### src/rtl/btn_pll_phase_stepper_if.sv
// rtl/btn_pll_phase_stepper_if.sv - button inputs and ECP5 PLL dynamic phase-shift outputs
interface btn_pll_phase_stepper_if #(
  parameter int C_phase_bits = 8
);
  logic                    inc;
  logic                    dec;
  logic                    phasedir;
  logic                    phasestep;
  logic                    phaseloadreg;
  logic [C_phase_bits-1:0] phase;
  logic                    busy;

  modport master (
    output inc, dec,
    input  phasedir, phasestep, phaseloadreg, phase, busy
  );

  modport slave (
    input  inc, dec,
    output phasedir, phasestep, phaseloadreg, phase, busy
  );
endinterface

### src/rtl/btn_pll_phase_stepper.sv
// rtl/btn_pll_phase_stepper.sv - debounced inc/dec buttons to one PLL phase step per press
// Optional autorepeat while one button is held: BTN_PHASE_AUTOREPEAT_EN
module btn_pll_phase_stepper #(
  parameter int C_debounce_bits = 16,
  parameter int C_step_cycles   = 4,
  parameter int C_phase_bits    = 8,
  parameter int C_repeat_bits   = 22
) (
  input  logic                      clk,
  input  logic                      reset,
  btn_pll_phase_stepper_if.slave    bus
);
  localparam int SW = $clog2(C_step_cycles + 1);

  localparam logic [1:0] S_IDLE   = 2'd0;
  localparam logic [1:0] S_SETDIR = 2'd1;
  localparam logic [1:0] S_STEP   = 2'd2;
  localparam logic [1:0] S_GUARD  = 2'd3;

  // index 0 = inc, index 1 = dec
  logic [1:0]                 sync1, sync2, deb, deb_d, press;
  logic [C_debounce_bits-1:0] db_cnt [2];
  logic [1:0]                 state;
  logic [SW-1:0]              step_cnt;
  logic                       phasedir_q, phasestep_q;
  logic [C_phase_bits-1:0]    phase_q;
  logic                       ev_inc, ev_dec;

  always_ff @(posedge clk or posedge reset) begin
    if (reset) begin
      sync1  <= '0;
      sync2  <= '0;
      deb    <= '0;
      deb_d  <= '0;
      press  <= '0;
      db_cnt <= '{default: '0};
    end else begin
      sync1 <= {bus.dec, bus.inc};
      sync2 <= sync1;
      deb_d <= deb;
      press <= deb & ~deb_d;
      for (int i = 0; i < 2; i++) begin
        if (sync2[i] != deb[i]) begin
          if (&db_cnt[i]) begin
            deb[i]    <= sync2[i];
            db_cnt[i] <= '0;
          end else begin
            db_cnt[i] <= db_cnt[i] + 1'b1;
          end
        end else begin
          db_cnt[i] <= '0;
        end
      end
    end
  end

`ifdef BTN_PHASE_AUTOREPEAT_EN
  logic [C_repeat_bits-1:0] rep_cnt;
  logic                     rep_evt;

  always_ff @(posedge clk or posedge reset) begin
    if (reset)
      rep_cnt <= '0;
    else if (deb[0] ^ deb[1])
      rep_cnt <= rep_cnt + 1'b1;
    else
      rep_cnt <= '0;
  end

  assign rep_evt = (deb[0] ^ deb[1]) && (&rep_cnt);
  assign ev_inc  = press[0] | (rep_evt & deb[0]);
  assign ev_dec  = press[1] | (rep_evt & deb[1]);
`else
  assign ev_inc = press[0];
  assign ev_dec = press[1];
`endif

  // phasedir is loaded on the IDLE exit so it is already valid throughout SETDIR
  always_ff @(posedge clk or posedge reset) begin
    if (reset) begin
      state       <= S_IDLE;
      step_cnt    <= '0;
      phasedir_q  <= 1'b0;
      phasestep_q <= 1'b0;
      phase_q     <= '0;
    end else begin
      case (state)
        S_IDLE: begin
          if (ev_inc ^ ev_dec) begin
            phasedir_q <= ev_dec;
            state      <= S_SETDIR;
          end
        end
        S_SETDIR: begin
          phasestep_q <= 1'b1;
          step_cnt    <= '0;
          phase_q     <= phasedir_q ? phase_q - 1'b1 : phase_q + 1'b1;
          state       <= S_STEP;
        end
        S_STEP: begin
          if (step_cnt == SW'(C_step_cycles - 1)) begin
            phasestep_q <= 1'b0;
            step_cnt    <= '0;
            state       <= S_GUARD;
          end else begin
            step_cnt <= step_cnt + 1'b1;
          end
        end
        default: begin
          if (step_cnt == SW'(C_step_cycles - 1)) begin
            step_cnt <= '0;
            state    <= S_IDLE;
          end else begin
            step_cnt <= step_cnt + 1'b1;
          end
        end
      endcase
    end
  end

  assign bus.phasedir     = phasedir_q;
  assign bus.phasestep    = phasestep_q;
  assign bus.phaseloadreg = 1'b0;
  assign bus.phase        = phase_q;
  assign bus.busy         = (state != S_IDLE);
endmodule

### src/flat_wrapper.sv
// flat-port wrapper written by rule: the top's interface ports become plain ports
module btn_pll_phase_stepper_flat 
#(
  parameter int C_debounce_bits = 16,
  parameter int C_step_cycles   = 4,
  parameter int C_phase_bits    = 8,
  parameter int C_repeat_bits   = 22
)
  (clk, reset, bus_inc, bus_dec, bus_phasedir, bus_phasestep, bus_phaseloadreg, bus_phase, bus_busy);
  btn_pll_phase_stepper_if #(.C_phase_bits(C_phase_bits)) bus_i ();
  input  logic clk;
  input  logic reset;
  input wire logic [$bits(bus_i.inc)-1:0] bus_inc;
  input wire logic [$bits(bus_i.dec)-1:0] bus_dec;
  output wire logic [$bits(bus_i.phasedir)-1:0] bus_phasedir;
  output wire logic [$bits(bus_i.phasestep)-1:0] bus_phasestep;
  output wire logic [$bits(bus_i.phaseloadreg)-1:0] bus_phaseloadreg;
  output wire logic [$bits(bus_i.phase)-1:0] bus_phase;
  output wire logic [$bits(bus_i.busy)-1:0] bus_busy;
  assign bus_i.inc = bus_inc;
  assign bus_i.dec = bus_dec;
  assign bus_phasedir = bus_i.phasedir;
  assign bus_phasestep = bus_i.phasestep;
  assign bus_phaseloadreg = bus_i.phaseloadreg;
  assign bus_phase = bus_i.phase;
  assign bus_busy = bus_i.busy;
  btn_pll_phase_stepper #(.C_debounce_bits(C_debounce_bits), .C_step_cycles(C_step_cycles), .C_phase_bits(C_phase_bits), .C_repeat_bits(C_repeat_bits)) u_core (.clk(clk), .reset(reset), .bus(bus_i));
endmodule
### config.mk
export PLATFORM = sky130hd
export DESIGN_NAME = btn_pll_phase_stepper_flat
export DESIGN_NICKNAME = d
export VERILOG_FILES = /design/src/rtl/btn_pll_phase_stepper_if.sv /design/src/rtl/btn_pll_phase_stepper.sv /design/src/flat_wrapper.sv
export SDC_FILE = /design/constraint.sdc
export NUM_CORES = 1
export LEC_CHECK = 0
export ABC_CLOCK_PERIOD_IN_PS = 2950
export CAP_MARGIN = 30
export CORE_MARGIN = 5
export CORE_UTILIZATION = 50
export CTS_CLUSTER_SIZE = 40
export DETAILED_ROUTE_END_ITERATION = 12
export PLACE_DENSITY = 0.73
export SLEW_MARGIN = 20
export SYNTH_ARGS = -nofsm -noshare
export SYNTH_HDL_FRONTEND = slang
export SYNTH_SLANG_ARGS = --single-unit
### constraint.sdc
create_clock -name clk -period 2.95 [get_ports clk]
set_input_delay 0.295 -clock clk [delete_from_list [all_inputs] [get_ports clk]]
set_output_delay 0.295 -clock clk [all_outputs]
set_load 0.02 [all_outputs]
; ---- Word-level counts from Yosys, hierarchy flattened
; Cells that the tools add are included.
[classes]
bitwise = 3
reduce_logical = 11
n_eq_ne = 7
addsub = 5
n_mux = 13
[ops]
columns = cell, n
row1 = 16-bit 2-to-1 mux, 4
row2 = 17-bit AND reduction, 2
row3 = 16-bit by 1-bit adder with 16-bit output (second input constant), 2
row4 = 16-bit AND reduction, 2
row5 = 8-bit by 1-bit adder with 8-bit output (second input constant), 1
row6 = 8-bit 2-to-1 mux, 1
row7 = 8-bit by 1-bit subtractor with 8-bit output (second input constant), 1
row8 = 2-bit 2-to-1 mux, 3
row9 = 2-bit one-hot mux with 3 select lines, 1
row10 = 3-bit one-hot mux with 2 select lines, 1
row11 = 2-bit by 1-bit inequality test with 1-bit output (second input constant), 2
row12 = 2-bit AND reduction, 2
row13 = 2-bit nonzero test, 2
row14 = 3-bit by 1-bit adder with 3-bit output (second input constant), 1
row15 = 3-bit by 2-bit == test with 1-bit output (second input constant), 1
row16 = 3-bit 2-to-1 mux, 1
row17 = 3-bit AND reduction, 1
row18 = 3-bit nonzero test, 1
row19 = 2-bit bitwise AND, 1
row20 = 2-bit by 1-bit == test with 1-bit output (second input constant), 1
row21 = 2-bit == test (second input constant), 1
row22 = 2-bit logical NOT, 1
row23 = 1-bit inequality test, 2
row24 = 2-bit inverter, 1
row25 = 3 further kinds, 3
[word_totals]
reg_bits = 57
wordCells = 52
out_inout_bits = 12

; ---- Logic depth before layout (Yosys ltp)
; Gate-level depths: netlist of the first run.
[depth]
word_depth = 3
depth_mapped = 8
depth_no_buf = 7

; ---- Worst setup path after synthesis of the first run
; OpenSTA, ideal clock, no wires.
[synth_path]
path_type = register -> register
startpoint = register u_core.phasedir_q (netlist: u_core.bus.phasedir)
endpoint = register u_core.phase_q[6] (netlist: u_core.bus.phase[6])
required_ns = 2.824
t_arrival_ns = 2.075
path_slack_ns = 0.749
path_stages_with_launch = 8
synth_period_minus_slack_ns = 2.201
setup_time_ns = 0.126
cell_sequence = dfrtp_1 inv_1 fa_1 and2b_1 o31a_2 o21ai_2 mux2_1 a221o_1
[synth_via]
elab_chain_len = 1
[synth_lines]
columns = element, line
row1 = "start, declared", btn_pll_phase_stepper.sv:25  ; logic phasedir_q, phasestep_q;
row2 = "start signal, assigned", btn_pll_phase_stepper.sv:90  ; phasedir_q <= ev_dec;
row3 = 8-bit 2-to-1 mux, btn_pll_phase_stepper.sv:97  ; phase_q <= phasedir_q ? phase_q - 1'b1 : phase_q + 1'b1;
row4 = "end signal, assigned", btn_pll_phase_stepper.sv:97
row5 = "end, declared", btn_pll_phase_stepper.sv:26  ; logic [C_phase_bits-1:0] phase_q;
; No other way between the ends.
; A chain may end at the register's enable or synchronous reset.

; ---- Worst setup path in the final report of the first run
; Same ends and word-level chain as after synthesis.

==> parameters.txt, run 1 <==
Parameter                              Value

Yosys
  Synth Net Count    between 200 and 300
  Area leader, netlist    sky130_fd_sc_hd__dfrtp_1
  Synthesized flop and latch total    between 50 and 60
  Largest family of logic cells by synthesized area    simple AND/OR/NAND/NOR gates
  Number of instances in the synthesized netlist    263
  Post-synthesis async set-or-reset flop share    100%
  Top-area cell type share of the netlist area    between 50% and 60%
  Yosys synthesis warning count    0
  Top post-synthesis cells by area    sky130_fd_sc_hd__dfrtp_1, sky130_fd_sc_hd__xor2_1, sky130_fd_sc_hd__nor2_1
  Basic-gate share of the synthesized area counting and, or, nand and nor cells    17.9%
  Top_reg_cell synth    sky130_fd_sc_hd__dfrtp_1
  Post-synth EDFFs    0
  Post-synthesis compound-gate area fraction    under 10%
  Area share of fa/ha/maj cells after synthesis    under 10%
  XOR/XNOR Fraction of Synth Area    between 10% and 20%
  Count of different cell masters after synthesis    47
  Synthesized area divided by synthesized cell count    roughly 11 sq um
  Part of the Yosys area used for sequential elements    about half
  Mapped Area    about 2800 sq um
  Mux share of post-synthesis cell area    between 3 and 4%

STA
  Worst slew margin    53.6%
  Max Clock Freq    437 MHz
  Hold Vio Cnt, Final    0
  Final clock period utilization by the worst path    77.7%
  Largest clock skew in the final design    around 0.0045 ns
  Final sum of negative setup slack    0 ns
  Final Max Tran Viols    0
  Tightest Pin Transition    about 0.70 ns
  Minimum period implied by the final worst setup slack    between 2 and 2.5 ns
  Final setup vio count    0
  Setup repair after global routing missed its margin    false

Critical path
  Worst path slowest cell    sky130_fd_sc_hd__dfrtp_1
  Critical Path AT    between 2 and 3 ns
  Cell breakdown of the critical path    inv_1, fa_1, and2b_1, o31a_2, o21ai_2, mux2_1, a221o_1
  Setup slack of the most critical reg-to-reg path    approximately 0.66 ns
  Start-to-end type of the worst setup path    flop to flop
  Required time worst endpoint    3.17 ns
  Crit path capture type    flop
  Worst r2r src    u_core.bus.phasedir
  Critical path capture point    u_core.bus.phase[6]
  Worst-path maximum fanout    11
  Setup crit start kind    flop
  FF-to-FF End    u_core.bus.phase[6]
  Critical Path Source    u_core.bus.phasedir
  R2r worst-path depth    7
  Crit-path max cell delay    between 0.5 and 0.6 ns

Route
  Via count    roughly 1,900
  Initial detailed-routing violation count    89
  Total wire length after detailed routing    ~4700 um
  Number of detailed-route iterations in the first pass    4
  Detailed-route wire length per cell    about 13 um
  Number of nets still failing antenna checks after routing    0
  DRC violations left    0
  Vias per inst    roughly 5.3

Die
  Die outline height    about 85 um
  Initial core utilization    between 50% and 60%
  Full die area    7270 sq um
  Ports    16
  Floorplan Core Area    around 5500 sq um
  Number of standard-cell rows in the floorplan    27
  Width of the die    85.3 um

Pwr
  Highest ir drop seen on vdd    approximately 320 uV
  Leak    about 1.5 nW
  Pwr Total    about 1.5 mW
  Power Dens Cells    around 480 nW/um^2

Place
  Post-DP Area    slightly above 3000 sq um
  Placer Congestion    0.871
  Number of cells after detailed placement    345
  Number of port buffers    14
  Sum of net half-perimeters after detailed placement    about 3200 um

Clock tree
  TritonCTS Buffers    9
  Clock sink count    between 50 and 60
  CTS H-tree lvls    3
  Worst-path clk slew    about 0.06 ns
  Hold-fix buffer count after cts    0
  Maximum clock insertion buffer count    2
  Root buf cell    sky130_fd_sc_hd__clkbuf_8
  Clock insertion delay at the later pin of the skew report    approximately 0.33 ns
  Setup bufs post-CTS    0
  Number of gates given a new drive strength after cts    0
  CTS tree    done

Cells and area
  Synthesis-to-finish area growth    14.1%
  Most frequent standard cell in the layout excluding fill and tap cells    sky130_fd_sc_hd__dfrtp_1
  Number of diodes    0
  Share of post-route cells with drive strength above 1    between 10% and 20%
  Filler Cells Inserted    between 400 and 500
  Post-layout utilization of the core    between 50% and 60%
  Non-Filler Instances    ~360
  Nets    approximately 300
  Fin area    approximately 3200 sq um
  Leading cell types in the layout, fill and taps excluded    sky130_fd_sc_hd__dfrtp_1, sky130_fd_sc_hd__nor2_1, sky130_fd_sc_hd__nand2_1, sky130_fd_sc_hd__xor2_1, sky130_fd_sc_hd__xnor2_1

Job
  Max-Cap Viols    0

Status
  Outcome    completed

Worst hold path
  Kind of path behind the tightest hold check    flop to flop
  Hold-critical path depth    0

Global route
  Via count of the first global-routing pass    1,908
  Initial antenna violation count    0
  Pin count of the biggest net entering global routing    33
  Wire length of the first global-routing pass    ~8600 um
  Final global-route overflow total    0
  Total Routing Usage GR    between 10% and 20%
critical path, delay by kind of cell, from the launching register on:
family | cells | cell delay [ns]
adders and majority gates | 1 | 0.23
muxes | 1 | 0.35
buffers and inverters | 1 | 0.20
AOI/OAI and AO/OA | 3 | 0.69
and+or+nand+nor | 1 | 0.20
DFF | 1 | 0.51
area by class of cell:
cell class / instances / area [sq um] / share of cell area (%)
clock buffers: 13 / 149 / 4.61
clock inverters: 3 / 40.0 / 1.24
inverters: 10 / 37.5 / 1.16
multi-input cells: 191 / 1330 / 41.1
flip-flops and latches: 57 / 1430 / 44.2
well taps: 72 / 90.1 / 2.79
repair buffers: 15 / 160 / 4.96
metal layers:
metal	vias to the layer above	part of all wire, %	GRT usage (%)
li1	932	-	-
met1	929	49	19.3
met2	33	44	21.8
met3	15	4.0	4.17
met4	0	2.7	8.63
met5	-	0	0
cell families (layout without fill, tap and decap cells):
group           after synthesis  after routing
mux                           9              9
buf+inv                      15             41
simple gates                102            102
fa+ha+maj                    14             14
compound gates               30             30
xor+xnor                     35             35
other cells                   1              1
flops                        57             57
report_power, final:
| part | switching [mW] | total (mW) | internal [mW] |
|---|---|---|---|
| clock network | 0.293 | 0.704 | 0.411 |
| logic | 0.0294 | 0.0440 | 0.0146 |
| registers | 0.00774 | 0.799 | 0.791 |
flip-flops by register name, summed over array words and instances, names as in the netlist:
name                  count
u_core.bus.phasedir       1
u_core.deb                2
u_core.db_cnt            32
u_core.sync2              2
u_core.press              2
u_core.deb_d              2
u_core.state              2
u_core.bus.phase          8
u_core.bus.phasestep      1
u_core.step_cnt           3
u_core.sync1              2
synthesized netlist by cell type, types with 2 or more instances:
master,instances
sky130_fd_sc_hd__a211oi_1,2
sky130_fd_sc_hd__a21o_1,4
sky130_fd_sc_hd__a21oi_1,3
sky130_fd_sc_hd__a22o_1,2
sky130_fd_sc_hd__a31o_2,2
sky130_fd_sc_hd__and2_1,3
sky130_fd_sc_hd__and2b_1,2
sky130_fd_sc_hd__and3_1,3
sky130_fd_sc_hd__and4_1,6
sky130_fd_sc_hd__buf_2,2
sky130_fd_sc_hd__buf_6,2
sky130_fd_sc_hd__dfrtp_1,57
sky130_fd_sc_hd__ha_1,13
sky130_fd_sc_hd__inv_1,9
sky130_fd_sc_hd__mux2_2,6
sky130_fd_sc_hd__mux2i_1,2
sky130_fd_sc_hd__nand2_1,19
sky130_fd_sc_hd__nand3_1,13
sky130_fd_sc_hd__nor2_1,44
sky130_fd_sc_hd__nor2b_1,3
sky130_fd_sc_hd__o21a_1,2
sky130_fd_sc_hd__o21ai_0,4
sky130_fd_sc_hd__o21bai_1,3
sky130_fd_sc_hd__xnor2_1,16
sky130_fd_sc_hd__xor2_1,19
stage by stage:
stage	setup slack (ns)	hold slack, ns
finish	0.659	0.357
global route	0.532	0.369
CTS	0.653	0.352
detailed placement	0.653	0.338
global placement	0.738	0.333
floorplan	0.749	0.326
how the worst min path moves through the flow:
stage,from,to,slack [ns]
after detailed placement,u_core.sync1[1],u_core.sync2[1],0.34
after floorplan,bus_inc,u_core.sync1[0],0.33
after global placement,u_core.sync1[1],u_core.sync2[1],0.33
after CTS,u_core.sync1[1],u_core.sync2[1],0.35
final,u_core.sync1[1],u_core.sync2[1],0.36
after global routing,u_core.sync1[1],u_core.sync2[1],0.37
No activity file was read; power rests on OpenSTA's default activity.
==> inputs of run 2 (changes only) <==
--- a/config.mk
+++ b/config.mk
@@ -5,7 +5,7 @@
 export SDC_FILE = /design/constraint.sdc
 export NUM_CORES = 1
 export LEC_CHECK = 0
-export ABC_CLOCK_PERIOD_IN_PS = 2950
+export ABC_CLOCK_PERIOD_IN_PS = 2300
 export CAP_MARGIN = 30
 export CORE_MARGIN = 5
 export CORE_UTILIZATION = 50
==> constraint.sdc (replaced) <==
create_clock -name clk -period 2.3 [get_ports clk]
set_input_delay 0.23 -clock clk [delete_from_list [all_inputs] [get_ports clk]]
set_output_delay 0.23 -clock clk [all_outputs]
set_load 0.02 [all_outputs]
==> parameters.txt, run 2 (same netlist as run 1, synthesis figures left out) <==
Parameter                              Value

STA
  Final sum of negative setup slack    0 ns (unchanged)
  Setup repair after global routing missed its margin    false
  Worst slew margin    63.7% (+10 points)
  Tightest Pin Transition    0.544 ns (-0.152 ns)
  Final Max Tran Viols    0 (unchanged)
  Minimum period implied by the final worst setup slack    2.17 ns (-0.118 ns)
  Hold Vio Cnt, Final    0 (unchanged)
  Final clock period utilization by the worst path    94.5% (+17 points)
  Worst setup slack after layout    0.127 ns (-0.532 ns)
  Final setup vio count    0 (unchanged)
  Max Clock Freq    460 MHz (+5.4%)
  Largest clock skew in the final design    0.0106 ns (+0.00617 ns)

Global route
  Via count of the first global-routing pass    1,875 (-1.7%)
  Final global-route overflow total    0 (unchanged)
  Total Routing Usage GR    14.2% (-0.60 points)
  Pin count of the biggest net entering global routing    34 (+3.0%)
  Wire length of the first global-routing pass    8240 um (-4.0%)
  Initial antenna violation count    0 (unchanged)

Clock tree
  Clock sink count    57 (unchanged)
  Root buf cell    sky130_fd_sc_hd__clkbuf_8
  CTS tree    done
  Hold-fix buffer count after cts    0 (unchanged)
  CTS H-tree lvls    3 (unchanged)
  Setup bufs post-CTS    0 (unchanged)
  Maximum clock insertion buffer count    2 (unchanged)
  Number of gates given a new drive strength after cts    0 (unchanged)
  Worst-path clk slew    0.07 ns (about the same)
  Clock insertion delay at the later pin of the skew report    0.33 ns (about the same)
  TritonCTS Buffers    9 (unchanged)

Cells and area
  Synthesis-to-finish area growth    15.0%
  Largest register FFs    32 (unchanged)
  Leading cell types in the layout, fill and taps excluded    sky130_fd_sc_hd__dfrtp_1, sky130_fd_sc_hd__nor2_1, sky130_fd_sc_hd__nand2_1, sky130_fd_sc_hd__xor2_1, sky130_fd_sc_hd__xnor2_1
  Post-layout utilization of the core    59.1% (+0.48 points)
  Most frequent standard cell in the layout excluding fill and tap cells    sky130_fd_sc_hd__dfrtp_1
  Largest register by flop count    u_core.db_cnt
  Nets    303 (+0.33%)
  Number of diodes    0 (unchanged)
  Share of post-route cells with drive strength above 1    11.7% (+0.65 points)

Die
  Die outline height    85.3 um (unchanged)
  Width of the die    85.3 um (unchanged)
  Full die area    7270 sq um (unchanged)
  Initial core utilization    51.4% (unchanged)
  Number of standard-cell rows in the floorplan    27 (unchanged)
  Floorplan Core Area    5510 sq um (unchanged)
  Ports    16 (unchanged)

Route
  Detailed-route wire length per cell    12.9 um (-1.0%)
  Via count    1,867 (-2.2%)
  Number of nets still failing antenna checks after routing    0 (unchanged)
  Number of detailed-route iterations in the first pass    4 (unchanged)
  Vias per inst    5.16 (-2.5%)
  DRC violations left    0 (unchanged)
  Total wire length after detailed routing    4660 um (-0.77%)
  Initial detailed-routing violation count    71 (-20%)

Place
  Sum of net half-perimeters after detailed placement    3210 um (about the same)
  Placement Setup Slack    0.158 ns (-0.496 ns)
  Number of port buffers    14 (unchanged)
  Placer Congestion    0.810 (-7.0%)

Critical path
  Critical Path AT    2.37 ns (-0.14 ns)
  Worst-path maximum fanout    6 (-5)
  Required time worst endpoint    2.50 ns (-0.67 ns)
  Crit path capture type    flop
  Start-to-end type of the worst setup path    flop to flop
  Setup crit start kind    flop

Pwr
  Power Dens Cells    626 nW/um^2 (+31%)
  Leak    1.55 nW (+0.96%)
  Highest ir drop seen on vdd    368 uV (+14%)

Status
  Outcome    completed

Worst hold path
  Kind of path behind the tightest hold check    input port to async pin

Job
  Max-Cap Viols    0 (unchanged)
[run 2: cell types whose count changed in the layout (fill, tap and decap cells not counted)]
cell,previous run,this run
sky130_fd_sc_hd__clkinv_2,2,1
sky130_fd_sc_hd__buf_4,0,1
sky130_fd_sc_hd__clkbuf_1,3,2
sky130_fd_sc_hd__clkbuf_8,10,12
[run 2: path summary, 6_finish.rpt]
check | from | end | slack, ns | cells after the start
min in group clk | bus_dec | u_core.sync1[1] | 0.34 | 1
setup / recovery | u_core.bus.phasedir | u_core.bus.phase[6] | 0.13 | 7
setup reg to reg | u_core.bus.phasedir | u_core.bus.phase[6] | 0.13 | 7
max in group asynchronous | reset | u_core.press[0] | 1.47 | 3
hold reg to reg | u_core.sync1[0] | u_core.sync2[0] | 0.35 | 0
hold / removal | reset | u_core.db_cnt[18] | 0.27 | 2
[run 2: cell type report]
| cell class | count | area (sq um) |
|---|---|---|
| Timing Repair Buffer | 16 | 168 |
| Clock inverter | 2 | 35.0 |
| Multi-Input combinational cell | 191 | 1330 |
| Fill cell | 454 | 2250 |
| Sequential cell | 57 | 1430 |
| Clock buffer | 14 | 173 |
| Inverter | 10 | 37.5 |
| Tap cell | 72 | 90.1 |
[run 2: per-stage QoR]
| stage | cell area [sq um] | hold WS (ns) | std cells | power, mW |
|---|---|---|---|---|
| 3_3_place_gp | 3050 | 0.333 | 346 | 1.10 |
| 5_1_grt | 3260 | 0.320 | 362 | 2.13 |
| 3_5_place_dp | 3050 | 0.335 | 346 | 1.10 |
| 4_1_cts | 3260 | 0.273 | 362 | 2.07 |
| 2_1_floorplan | 2830 | 0.261 | 263 | 1.08 |
| 6_report | 3260 | 0.270 | 362 | 2.04 |
[run 2: power breakdown]
| part | total, mW | switching, mW | internal, mW |
|---|---|---|---|
| Combinational | 0.0561 | 0.0375 | 0.0186 |
| Sequential | 1.03 | 0.0101 | 1.02 |
| Clock | 0.958 | 0.369 | 0.588 |
| Total | 2.04 | 0.417 | 1.62 |
[run 2: metal layers]
metal / vias up / wire (um) / track usage [%]
met1: 894 / 2300 / 17.2
met5: - / 0 / 0
met2: 29 / 2110 / 23.4
li1: 937 / - / -
met3: 7 / 191 / 4.66
met4: 0 / 51 / 5.18
[run 2: worst max-delay path, cell delays in order, from the launching register on]
cell                      delay [ns]
sky130_fd_sc_hd__dfrtp_1        0.45
sky130_fd_sc_hd__inv_1          0.16
sky130_fd_sc_hd__fa_1           0.24
sky130_fd_sc_hd__and2b_1        0.20
sky130_fd_sc_hd__o31a_2         0.30
sky130_fd_sc_hd__o21ai_2        0.12
sky130_fd_sc_hd__mux2_1         0.32
sky130_fd_sc_hd__a221o_1        0.26
==> inputs of run 3 (changes only) <==
--- a/config.mk
+++ b/config.mk
@@ -7,12 +7,12 @@
 export LEC_CHECK = 0
 export ABC_CLOCK_PERIOD_IN_PS = 2300
 export CAP_MARGIN = 30
+export CORE_ASPECT_RATIO = 0.6
 export CORE_MARGIN = 5
 export CORE_UTILIZATION = 50
 export CTS_CLUSTER_SIZE = 40
 export DETAILED_ROUTE_END_ITERATION = 12
 export PLACE_DENSITY = 0.73
-export SLEW_MARGIN = 20
 export SYNTH_ARGS = -nofsm -noshare
 export SYNTH_HDL_FRONTEND = slang
 export SYNTH_SLANG_ARGS = --single-unit
==> constraint.sdc (replaced) <==
create_clock -name clk -period 2.3 [get_ports clk]
set_input_delay 0.46 -clock clk [delete_from_list [all_inputs] [get_ports clk]]
set_output_delay 0.46 -clock clk [all_outputs]
set_load 0.02 [all_outputs]
==> parameters.txt, run 3 (same netlist as run 1, synthesis figures left out) <==
Parameter                              Value

Cells and area
  Largest register by flop count    u_core.db_cnt
  Most frequent standard cell in the layout excluding fill and tap cells    sky130_fd_sc_hd__dfrtp_1
  Post-layout utilization of the core    58.2% (-0.90 points)
  Leading cell types in the layout, fill and taps excluded    sky130_fd_sc_hd__dfrtp_1, sky130_fd_sc_hd__nor2_1, sky130_fd_sc_hd__nand2_1, sky130_fd_sc_hd__xor2_1, sky130_fd_sc_hd__xnor2_1
  Nets    304 (+0.33%)
  Largest register FFs    32 (unchanged)
  Number of diodes    0 (unchanged)
  Fin area    3230 sq um (-0.84%)
  Synthesis-to-finish area growth    14.1%
  Share of post-route cells with drive strength above 1    11.7% (unchanged)

Critical path
  Worst r2r src    u_core.bus.phasedir
  Required time worst endpoint    1.84 ns (-0.66 ns)
  Setup crit start kind    flop
  Crit path capture type    output pin
  Worst-path maximum fanout    3 (-3)
  Critical Path Source    u_core.state[0]
  Start-to-end type of the worst setup path    flop to output pin
  Critical Path AT    1.72 ns (-0.65 ns)
  FF-to-FF End    u_core.bus.phase[6]
  Critical path capture point    bus_busy
  R2r worst-path depth    7 (unchanged)
  Setup slack of the most critical reg-to-reg path    0.16 ns (+0.03 ns)

Global route
  Initial antenna violation count    0 (unchanged)
  Wire length of the first global-routing pass    8800 um (+6.9%)
  Via count of the first global-routing pass    1,842 (-1.8%)
  Total Routing Usage GR    16.1% (+1.9 points)
  Final global-route overflow total    0 (unchanged)
  Pin count of the biggest net entering global routing    58 (+71%)

STA
  Tightest Pin Transition    0.502 ns (-0.0414 ns)
  Minimum period implied by the final worst setup slack    2.18 ns (+0.00438 ns)
  Final Max Tran Viols    0 (unchanged)
  Worst setup slack after layout    0.123 ns (-0.00438 ns)
  Final clock period utilization by the worst path    94.7% (+0.19 points)
  Hold Vio Cnt, Final    0 (unchanged)
  Final sum of negative setup slack    0 ns (unchanged)
  Final setup vio count    0 (unchanged)
  Largest clock skew in the final design    0.00925 ns (-0.00137 ns)
  Setup repair after global routing missed its margin    false
  Max Clock Freq    459 MHz (-0.20%)
  Worst slew margin    66.5% (+2.8 points)

Route
  Routed length on met3    234 um (+23%)
  Met1 Wirelength    2570 um (+12%)
  Detailed-route wire length per cell    13.3 um (+3.3%)
  Number of detailed-route iterations in the first pass    4 (unchanged)
  Routed wire length on met2    2040 um (-3.5%)
  Total wire length after detailed routing    4920 um (+5.5%)
  Initial detailed-routing violation count    86 (+21%)
  Via count    1,851 (-0.86%)
  Vias per inst    5.00 (-3.0%)
  Number of nets still failing antenna checks after routing    0 (unchanged)
  Uppermost layer routed    met4
  DRC violations left    0 (unchanged)

Clock tree
  Setup bufs post-CTS    0 (unchanged)
  CTS H-tree lvls    3 (unchanged)
  Clock sink count    57 (unchanged)
  Clock insertion delay at the later pin of the skew report    0.34 ns (about the same)
  Worst-path clk slew    0.06 ns (about the same)
  Maximum clock insertion buffer count    2 (unchanged)
  Number of gates given a new drive strength after cts    0 (unchanged)
  Root buf cell    sky130_fd_sc_hd__clkbuf_8
  Hold-fix buffer count after cts    0 (unchanged)
  TritonCTS Buffers    9 (unchanged)
  CTS tree    done

Job
  Max-Cap Viols    0 (unchanged)

Pwr
  Highest ir drop seen on vdd    378 uV (+2.9%)
  Power Dens Cells    579 nW/um^2 (-7.6%)
  Leak    1.53 nW (-1.3%)

Place
  Sum of net half-perimeters after detailed placement    3400 um (+6.1%)
  Placement Setup Slack    0.179 ns (+0.0214 ns)
  Number of port buffers    14 (unchanged)
  Post-DP Area    3070 sq um (+0.57%)
  Placer Congestion    0.818 (+0.99%)

Die
  Die outline height    68.3 um (-20%)
  Floorplan Core Area    5540 sq um (+0.68%)
  Initial core utilization    51.1% (-0.35 points)
  Ports    16 (unchanged)
  Full die area    7320 sq um (+0.68%)
  Width of the die    107 um (+26%)
  Number of standard-cell rows in the floorplan    21 (-22%)

Status
  Outcome    completed

Worst hold path
  Kind of path behind the tightest hold check    flop to flop
## run 3: critical path: stages, from the launching register on
cell                              delay, ns
sky130_fd_sc_hd__dfrtp_1               0.38
sky130_fd_sc_hd__inv_1                 0.08
sky130_fd_sc_hd__ha_1                  0.21
sky130_fd_sc_hd__inv_1                 0.09
sky130_fd_sc_hd__clkdlybuf4s50_1       0.61
## run 3: final cells by class
class                           count  area (sq um)
Fill cell                         479          2310
Sequential cell                    57          1430
Multi-Input combinational cell    191          1330
Timing Repair Buffer               17           175
Clock buffer                       12           145
Tap cell                           80           100
Inverter                           10          37.5
Clock inverter                      3          17.5
## run 3: per-layer routing
| layer | up-vias | global-route usage [%] |
|---|---|---|
| met5 | - | 0 |
| met4 | 0 | 7.66 |
| met3 | 9 | 6.50 |
| met2 | 25 | 23.0 |
| met1 | 886 | 21.3 |
| li1 | 931 | - |
## run 3: report_power, final
| group | switching (mW) | internal (mW) |
|---|---|---|
| clock | 0.378 | 0.410 |
| combinational | 0.0367 | 0.0189 |
| sequential | 0.00990 | 1.02 |
| total | 0.424 | 1.44 |
## run 3: how the worst min path moves through the flow
stage,start,end,cells past startpoint
after detailed placement,u_core.sync1[0],u_core.sync2[0],0
after global placement,u_core.sync1[0],u_core.sync2[0],0
after CTS,u_core.sync1[1],u_core.sync2[1],0
after global routing,u_core.sync1[1],u_core.sync2[1],0
after floorplan,u_core.sync1[0],u_core.sync2[0],0
final,u_core.sync1[1],u_core.sync2[1],0
## run 3: per-stage QoR
step	cells	hold WS (ns)	power, mW
after detailed placement	355	0.336	1.10
after CTS	370	0.344	1.90
after floorplan	263	0.331	1.08
after global routing	370	0.352	1.96
final	370	0.343	1.87
after global placement	355	0.335	1.10
